<file path="config.mk">
export PLATFORM = sky130hd
export DESIGN_NAME = alu_result_stage_flat
export DESIGN_NICKNAME = d
export VERILOG_FILES = /design/src/rtl/alu_result_stage_if.sv /design/src/rtl/alu_result_stage.sv /design/src/flat_wrapper.sv
export SDC_FILE = /design/constraint.sdc
export NUM_CORES = 1
export LEC_CHECK = 0
export CORE_MARGIN = 5
export CORE_UTILIZATION = 39
export DETAILED_ROUTE_END_ITERATION = 10
export PLACE_DENSITY = 0.74
export SYNTH_ARGS = -nofsm -noshare
export SYNTH_HDL_FRONTEND = slang
export SYNTH_SLANG_ARGS = --single-unit
</file>
<file path="constraint.sdc">
create_clock -name clk -period 1.6 [get_ports clk]
set_input_delay 0.32 -clock clk [delete_from_list [all_inputs] [get_ports clk]]
set_output_delay 0.32 -clock clk [all_outputs]
set_load 0.1 [all_outputs]
</file>
<file path="src/rtl/alu_result_stage_if.sv">
`default_nettype none
// ============================================================================
// Module      : alu_result_stage_if
// Description : Bus between the control unit / ALU and the ALU result stage.
//               The flag outputs exist only when ALU_RESULT_FLAGS_EN is
//               defined.
// Revision    : 1.0 - initial release
// ============================================================================
interface alu_result_stage_if;
    logic        start;
    logic [3:0]  op_in;
    logic        hilo_wr_in;
    logic        ack;
    logic [31:0] c_hi;
    logic [31:0] c_lo;
    logic [3:0]  alu_sel;
    logic        busy;
    logic        done;
    logic        err;
    logic [31:0] z_hi;
    logic [31:0] z_lo;
    logic [31:0] hi_q;
    logic [31:0] lo_q;
`ifdef ALU_RESULT_FLAGS_EN
    logic        z_zero;
    logic        z_neg;

    modport master (
        output start, op_in, hilo_wr_in, ack, c_hi, c_lo,
        input  alu_sel, busy, done, err, z_hi, z_lo, hi_q, lo_q, z_zero, z_neg
    );
    modport slave (
        input  start, op_in, hilo_wr_in, ack, c_hi, c_lo,
        output alu_sel, busy, done, err, z_hi, z_lo, hi_q, lo_q, z_zero, z_neg
    );
`else
    modport master (
        output start, op_in, hilo_wr_in, ack, c_hi, c_lo,
        input  alu_sel, busy, done, err, z_hi, z_lo, hi_q, lo_q
    );
    modport slave (
        input  start, op_in, hilo_wr_in, ack, c_hi, c_lo,
        output alu_sel, busy, done, err, z_hi, z_lo, hi_q, lo_q
    );
`endif
endinterface
`default_nettype wire

</file>
<file path="src/rtl/alu_result_stage.sv">
`default_nettype none
// ============================================================================
// Module      : alu_result_stage
// Description : Sequencer and result register behind the combinational ALU.
//               Holds the op select steady, waits a per-op settle count,
//               captures the 64-bit result into Z and optionally HI/LO, then
//               handshakes completion. Optional macro ALU_RESULT_FLAGS_EN
//               adds registered zero/negative flags.
// Revision    : 1.0 - initial release
// ============================================================================
module alu_result_stage #(
    parameter int unsigned ADD_WAIT = 2,
    parameter int unsigned SUB_WAIT = 2,
    parameter int unsigned MUL_WAIT = 8,
    parameter int unsigned DIV_WAIT = 16,
    parameter int unsigned CNT_W    = 5
) (
    input  wire logic          clk,
    input  wire logic          clr,
    alu_result_stage_if.slave  bus
);

    localparam logic [1:0] c_ST_IDLE = 2'd0;
    localparam logic [1:0] c_ST_WAIT = 2'd1;
    localparam logic [1:0] c_ST_DONE = 2'd2;

    localparam logic [3:0] c_OP_ADD = 4'b1000;
    localparam logic [3:0] c_OP_SUB = 4'b0100;
    localparam logic [3:0] c_OP_MUL = 4'b0010;
    localparam logic [3:0] c_OP_DIV = 4'b0001;

    logic [1:0]       r_state;
    logic [CNT_W-1:0] r_cnt;
    logic             r_hilo;
    logic [3:0]       r_alu_sel;
    logic             r_err;
    logic [31:0]      r_z_hi;
    logic [31:0]      r_z_lo;
    logic [31:0]      r_hi_q;
    logic [31:0]      r_lo_q;

    logic             w_op_valid;
    logic [CNT_W-1:0] w_op_wait;
    logic             w_capture;

    // Decode the requested op into a validity flag and its settle count
    always_comb begin
        w_op_valid = 1'b1;
        w_op_wait  = '0;
        case (bus.op_in)
            c_OP_ADD: w_op_wait = CNT_W'(ADD_WAIT);
            c_OP_SUB: w_op_wait = CNT_W'(SUB_WAIT);
            c_OP_MUL: w_op_wait = CNT_W'(MUL_WAIT);
            c_OP_DIV: w_op_wait = CNT_W'(DIV_WAIT);
            default:  w_op_valid = 1'b0;
        endcase
    end

    // The ALU output has settled once the wait counter has drained
    assign w_capture = (r_state == c_ST_WAIT) && (r_cnt == '0);

    // Sequencer: accept/reject requests, count down settle time, handshake
    always_ff @(posedge clk) begin
        if (clr) begin
            r_state   <= c_ST_IDLE;
            r_cnt     <= '0;
            r_hilo    <= 1'b0;
            r_alu_sel <= 4'b0000;
            r_err     <= 1'b0;
        end else begin
            r_err <= 1'b0;
            case (r_state)
                c_ST_IDLE: begin
                    if (bus.start) begin
                        if (w_op_valid) begin
                            r_alu_sel <= bus.op_in;
                            r_cnt     <= w_op_wait;
                            r_hilo    <= bus.hilo_wr_in;
                            r_state   <= c_ST_WAIT;
                        end else begin
                            r_err <= 1'b1;
                        end
                    end
                end
                c_ST_WAIT: begin
                    if (r_cnt != '0) begin
                        r_cnt <= r_cnt - CNT_W'(1);
                    end else begin
                        r_state <= c_ST_DONE;
                    end
                end
                c_ST_DONE: begin
                    // A start coinciding with ack is dropped; it must be re-issued in IDLE
                    if (bus.ack) begin
                        r_state <= c_ST_IDLE;
                    end
                end
                default: r_state <= c_ST_IDLE;
            endcase
        end
    end

    // Result registers: Z always, HI/LO only when the request asked for it
    always_ff @(posedge clk) begin
        if (clr) begin
            r_z_hi <= '0;
            r_z_lo <= '0;
            r_hi_q <= '0;
            r_lo_q <= '0;
        end else if (w_capture) begin
            r_z_hi <= bus.c_hi;
            r_z_lo <= bus.c_lo;
            if (r_hilo) begin
                r_hi_q <= bus.c_hi;
                r_lo_q <= bus.c_lo;
            end
        end
    end

`ifdef ALU_RESULT_FLAGS_EN
    logic r_z_zero;
    logic r_z_neg;

    // Result flags; the sign of a product lives in the high word
    always_ff @(posedge clk) begin
        if (clr) begin
            r_z_zero <= 1'b0;
            r_z_neg  <= 1'b0;
        end else if (w_capture) begin
            r_z_zero <= ({bus.c_hi, bus.c_lo} == 64'd0);
            r_z_neg  <= (r_alu_sel == c_OP_MUL) ? bus.c_hi[31] : bus.c_lo[31];
        end
    end

    assign bus.z_zero = r_z_zero;
    assign bus.z_neg  = r_z_neg;
`endif

    assign bus.alu_sel = r_alu_sel;
    assign bus.busy    = (r_state == c_ST_WAIT);
    assign bus.done    = (r_state == c_ST_DONE);
    assign bus.err     = r_err;
    assign bus.z_hi    = r_z_hi;
    assign bus.z_lo    = r_z_lo;
    assign bus.hi_q    = r_hi_q;
    assign bus.lo_q    = r_lo_q;

endmodule
`default_nettype wire

</file>
<file path="src/flat_wrapper.sv">
// flat-port wrapper written by rule: the top's interface ports become plain ports
module alu_result_stage_flat 
#(
    parameter int unsigned ADD_WAIT = 2,
    parameter int unsigned SUB_WAIT = 2,
    parameter int unsigned MUL_WAIT = 8,
    parameter int unsigned DIV_WAIT = 16,
    parameter int unsigned CNT_W    = 5
)
  (clk, clr, bus_start, bus_op_in, bus_hilo_wr_in, bus_ack, bus_c_hi, bus_c_lo, bus_alu_sel, bus_busy, bus_done, bus_err, bus_z_hi, bus_z_lo, bus_hi_q, bus_lo_q);
  alu_result_stage_if bus_i ();
  input  wire logic clk;
  input  wire logic clr;
  input wire logic [$bits(bus_i.start)-1:0] bus_start;
  input wire logic [$bits(bus_i.op_in)-1:0] bus_op_in;
  input wire logic [$bits(bus_i.hilo_wr_in)-1:0] bus_hilo_wr_in;
  input wire logic [$bits(bus_i.ack)-1:0] bus_ack;
  input wire logic [$bits(bus_i.c_hi)-1:0] bus_c_hi;
  input wire logic [$bits(bus_i.c_lo)-1:0] bus_c_lo;
  output wire logic [$bits(bus_i.alu_sel)-1:0] bus_alu_sel;
  output wire logic [$bits(bus_i.busy)-1:0] bus_busy;
  output wire logic [$bits(bus_i.done)-1:0] bus_done;
  output wire logic [$bits(bus_i.err)-1:0] bus_err;
  output wire logic [$bits(bus_i.z_hi)-1:0] bus_z_hi;
  output wire logic [$bits(bus_i.z_lo)-1:0] bus_z_lo;
  output wire logic [$bits(bus_i.hi_q)-1:0] bus_hi_q;
  output wire logic [$bits(bus_i.lo_q)-1:0] bus_lo_q;
  assign bus_i.start = bus_start;
  assign bus_i.op_in = bus_op_in;
  assign bus_i.hilo_wr_in = bus_hilo_wr_in;
  assign bus_i.ack = bus_ack;
  assign bus_i.c_hi = bus_c_hi;
  assign bus_i.c_lo = bus_c_lo;
  assign bus_alu_sel = bus_i.alu_sel;
  assign bus_busy = bus_i.busy;
  assign bus_done = bus_i.done;
  assign bus_err = bus_i.err;
  assign bus_z_hi = bus_i.z_hi;
  assign bus_z_lo = bus_i.z_lo;
  assign bus_hi_q = bus_i.hi_q;
  assign bus_lo_q = bus_i.lo_q;
  alu_result_stage #(.ADD_WAIT(ADD_WAIT), .SUB_WAIT(SUB_WAIT), .MUL_WAIT(MUL_WAIT), .DIV_WAIT(DIV_WAIT), .CNT_W(CNT_W)) u_core (.clk(clk), .clr(clr), .bus(bus_i));
endmodule
</file>
## Word-level counts from Yosys, hierarchy flattened

Index checks and enable logic that the tools add are counted.

- Bitwise gates (word level): 2
- Muxes and demuxes: 12
- Reduce and logical (&&, ||, !) cells: 12
- Eq/ne operators: 11
- Add/sub/neg operators: 1

Operators with widths:

| kind | number |
|---|---|
| $mux 5 | 3 |
| $pmux 5 s3 | 1 |
| $pmux 5 s2 | 1 |
| $mux 2 | 4 |
| $reduce_and 4->1 | 2 |
| $ne 2x2->1 const B | 3 |
| $pmux 2 s3 | 1 |
| $logic_not 5->1 | 1 |
| $reduce_bool 5->1 | 1 |
| $sub 5x1->5 const B | 1 |
| $eq 4x1->1 const B | 1 |
| $eq 4x2->1 const B | 1 |
| $eq 4x3->1 const B | 1 |
| $eq 4x4->1 const B | 1 |
| $ne 2x1->1 const B | 2 |
| $reduce_or 4->1 | 1 |
| $reduce_and 3->1 | 1 |
| $reduce_or 3->1 | 1 |
| $eq 2x1->1 const B | 1 |
| $eq 2x2->1 const B | 1 |
| $logic_not 2->1 | 1 |
| $mux 1 | 2 |
| $not 1->1 | 2 |
| $reduce_and 2->1 | 1 |
| 3 further kinds | 3 |

- Word-level logic and storage cells: 47
- Input port bits: 73
- Register bits after elaboration: 141

## Logic depth before layout (Yosys ltp)

- Depth after elaboration: 6
- Gate-level depth with buffers: 8
- Mapped depth without buffers: 6

## Worst setup path after synthesis

OpenSTA, ideal clock, no wires.

- Path type: flip-flop to flip-flop
- From: register u_core.r_state[1]
- To: register u_core.r_hi_q[28], in the netlist u_core.bus.hi_q[28]
- Data required time: 1.467 ns
- Cell stages (with the launch flop): 8
- Clock period less this slack: 2.320 ns
- Arrival time: 2.187 ns
- Buffers on the path: 2
- Setup time: 0.133 ns
- Path slack: -0.720 ns
- Path through: dfxtp_1 -> nand2b_2 -> clkinv_1 -> and3_1 -> buf_2 -> buf_4 -> nand2_1 -> a21oi_1

- Longest elaborated chain between the ends: 3

RTL lines:

| element | line | text |
|---|---|---|
| start: declaration | alu_result_stage.sv:32 | `logic [1:0] r_state;` |
| start signal: assignment | alu_result_stage.sv:65 | `r_state <= c_ST_IDLE;` |
| start signal: assignment | alu_result_stage.sv:79 | `r_state <= c_ST_WAIT;` |
| start signal: assignment | alu_result_stage.sv:89 | `r_state <= c_ST_DONE;` |
| $eq 2x1->1 | - |  |
| named net bus_busy | flat_wrapper.sv:21 | `output wire logic [$bits(bus_i.busy)-1:0] bus_busy;` |
| $logic_and 1x1->1 | alu_result_stage.sv:60 | `assign w_capture = (r_state == c_ST_WAIT) && (r_cnt == '0);` |
| $reduce_and 2->1 (no line) | - |  |
| end signal: assignment | alu_result_stage.sv:114 | `r_hi_q <= bus.c_hi;` |
| end: declaration | alu_result_stage.sv:39 | `logic [31:0] r_hi_q;` |

The timed path passes the listed nets, and every way through them passes these cells.
A chain may end at the register's enable or synchronous reset.

## Worst setup path in the final report

- From: register u_core.r_cnt[0]
- To: register u_core.r_z_hi[20], in the netlist u_core.bus.z_hi[20]

- Longest elaborated chain between the ends: 2

RTL lines:

| element | line | text |
|---|---|---|
| start: declaration | alu_result_stage.sv:33 | `logic [CNT_W-1:0] r_cnt;` |
| start signal: assignment | alu_result_stage.sv:77 | `r_cnt <= w_op_wait;` |
| start signal: assignment | alu_result_stage.sv:87 | `r_cnt <= r_cnt - CNT_W'(1);` |
| $logic_not 5->1 | alu_result_stage.sv:60 |  |
| $logic_and 1x1->1 | alu_result_stage.sv:60 |  |
| end signal: assignment | alu_result_stage.sv:111 | `r_z_hi <= bus.c_hi;` |
| end: declaration | alu_result_stage.sv:37 | `logic [31:0] r_z_hi;` |

No other way between the ends.

==> out/metrics.cfg <==
[yosys]
synth-seq-cells = 141
async_flop_share = 0
synth_warnings = 0
synth-edff-count = 0
postSynthCellCount = 640
synth_nets = 714
synth-seq-area-share = 0.548
synth_cell_types = 39
synth.area.top_cells = dfxtp_1 55%, nand2_1 19%, a21oi_1 13%
yosysTopAreaCell = dfxtp_1
synthesis.area_sq_um = 5150
avgSynthCellArea_sq_um = 8.05
synth_top_cell_area_share = 0.548
synth_top_flop_cell = dfxtp_1

[clock_network]
cts_hold_buf = 0
cts_tree = yes
clk_latency_ns = 0.43
cts_root_buf = clkbuf_16
clkTransAtPathRegs_ns = 0.06
cts.path.max_buffers = 2
cts_sinks = 141
htreeDepth = 4
cts-buffers-inserted = 17

[timing]
max_freq_ghz = 0.520
hold_viol = 0
period_share = 1.20
rsz0062_at_grt = yes
holdWs_ns = 0.288
period_minus_slack_ns = 1.92
drv_slew = 0
tns_ns = -21.34
clock_skew_ns = 0.00685
layout_setup_ws_ns = -0.323
slew_headroom = 0.747
worst_pin_slew_ns = 0.380
finalSetupViolCount = 133

[setup_path]
critical_path_class = register to register
critPathMaxStageDelay_ns = 0.51
crit_chain = inv_2 -> ha_4 -> or4b_4 -> nor2_8 -> buf_8 -> clkbuf_16 -> nand2_1 -> a21oi_1
worstPathArrival_ns = 2.26
end_kind = register
worstPathRequired_ns = 1.93
crit_fanout = 5
cp_slowest_cell = or4b_4
critPathLaunchType = register

[die]
num_io_pins = 208
row_count = 42
core_area_sq_um = 13100
die_h_um = 125
die_w_um = 125
dieArea_sq_um = 15600
initial_utilization = 0.394

[final_layout]
multi_input_area_sq_um = 3180
drive_above_1_share = 0.517
final_core_util = 0.890
seq_area_sq_um = 2830
mostFrequentLayoutCells = 154 x buf_12, 145 x nand2_1, 137 x dfxtp_1
mostFrequentLayoutCell = buf_12
nets = 979
final_cells = 1093
n_antenna_cell = 0
fill_cells = 529
stdcell_area_sq_um = 11600
area_growth_pct = 126

[hold_path]
hp-class = primary input to register

[pwr]
power_density_nw_per_um2 = 842
power_mw = 9.80
ir_drop_mv = 0.559
leakage_nw = 4.35

[placed_design]
post-place-ws_ns = -0.287
globalplace.congestion = 0.796
numPortBuffers = 207
dpl.cell_count = 1012
dp_hpwl_um = 11900
place_area_sq_um = 8930

[detailed_routing]
wl_per_cell_um = 23.8
drtIter0Drc = 421
drt-total-wl_um = 26100
viasPerCell = 5.50
num_vias = 6014
drt_first_pass_iters = 5
drc = 0
postRouteAntennaNets = 0

[global_routing]
grtUsageMet3 = 0.102
grt_pass1_vias = 5861
grt_antenna_before_repair = 0
grt_remaining_overflow = 0
use_met1 = 0.301
track_usage = 0.273
met2_usage = 0.483
grt_pass1_wl_um = 33200
busiest_layer = met2
grt_max_degree = 55

[flow_run]
max-cap-violations = 0

[status]
violations = setup timing
status = complete, but fails checks

path summary, 6_finish.rpt:
kind / cells after the start / slack [ns] / to / start
max: 8 / -0.32 / u_core.bus.z_hi[20] / u_core.r_cnt[0]
min: 2 / 0.29 / u_core.bus.lo_q[27] / clr
min reg2reg: 1 / 0.46 / u_core.r_state[0] / u_core.r_state[1]
max reg2reg: 8 / -0.32 / u_core.bus.z_hi[20] / u_core.r_cnt[0]
synthesized netlist by cell type (all sizes together) (2+ instances only):
cell,count
nor2b,3
o211ai,2
a22oi,2
dfxtp,141
nor2,5
o21ai,8
nor3,3
a21oi,137
a31oi,2
nand3,5
o31ai,2
buf,27
clkbuf,18
or3,2
nand2,259
nand2b,2
xor2,4
nor4b,2
inv,2
critical path, delay by kind of cell, from the launching register on:
kind	cells	cell delay [ns]
AND/OR/NAND/NOR	3	0.77
buffers and inverters	3	0.39
flip-flops	1	0.32
AO/OA/AOI/OAI	1	0.21
adder cells (fa/ha/maj)	1	0.15
logic make-up (layout without fill, tap and decap cells):
| group | Yosys count | after routing | share of synthesized area |
|---|---|---|---|
| flops | 141 | 141 | 0.548 |
| fa+ha+maj | 1 | 1 | 0.00243 |
| simple gates | 288 | 290 | 0.231 |
| xor+xnor | 4 | 4 | 0.00680 |
| compound gates | 158 | 158 | 0.160 |
| buf+inv | 48 | 323 | 0.0522 |
layer usage:
layer / vias to the layer above / share of wire
met5: - / 0
met4: 0 / 0.039
met3: 75 / 0.086
met2: 293 / 0.51
met1: 2990 / 0.36
li1: 2656 / -
layout make-up:
type / instances / area share
Tap cell: 176 / 0.0189
Clock inverter: 10 / 0.0159
Multi-Input combinational cell: 453 / 0.273
Clock buffer: 21 / 0.0404
Timing Repair Buffer: 289 / 0.407
Sequential cell: 141 / 0.243
Inverter: 3 / 0.00204
flip-flops by register name, summed over array words and instances (netlist names):
register            count
u_core.bus.hi_q        32
u_core.bus.lo_q        32
u_core.bus.z_hi        32
u_core.bus.z_lo        32
u_core.r_cnt            5
u_core.bus.alu_sel      4
u_core.r_state          2
u_core.bus.err          1
u_core.r_hilo           1
where the power goes:
part	leakage, nW	switching (mW)	total, mW	internal [mW]
clock	0.320	1.56	4.45	2.88
combinational	2.89	0.980	1.69	0.711
sequential	1.14	0.0793	3.66	3.58
timing repair:
action                                  4_1_cts  5_1_grt
gates resized for setup                      87      272
cloned                                       18       12
pin swaps                                    18      112
endpoints found under the setup margin      132      137
buffers inserted                             23       11
(Power assumes the default switching activity.)
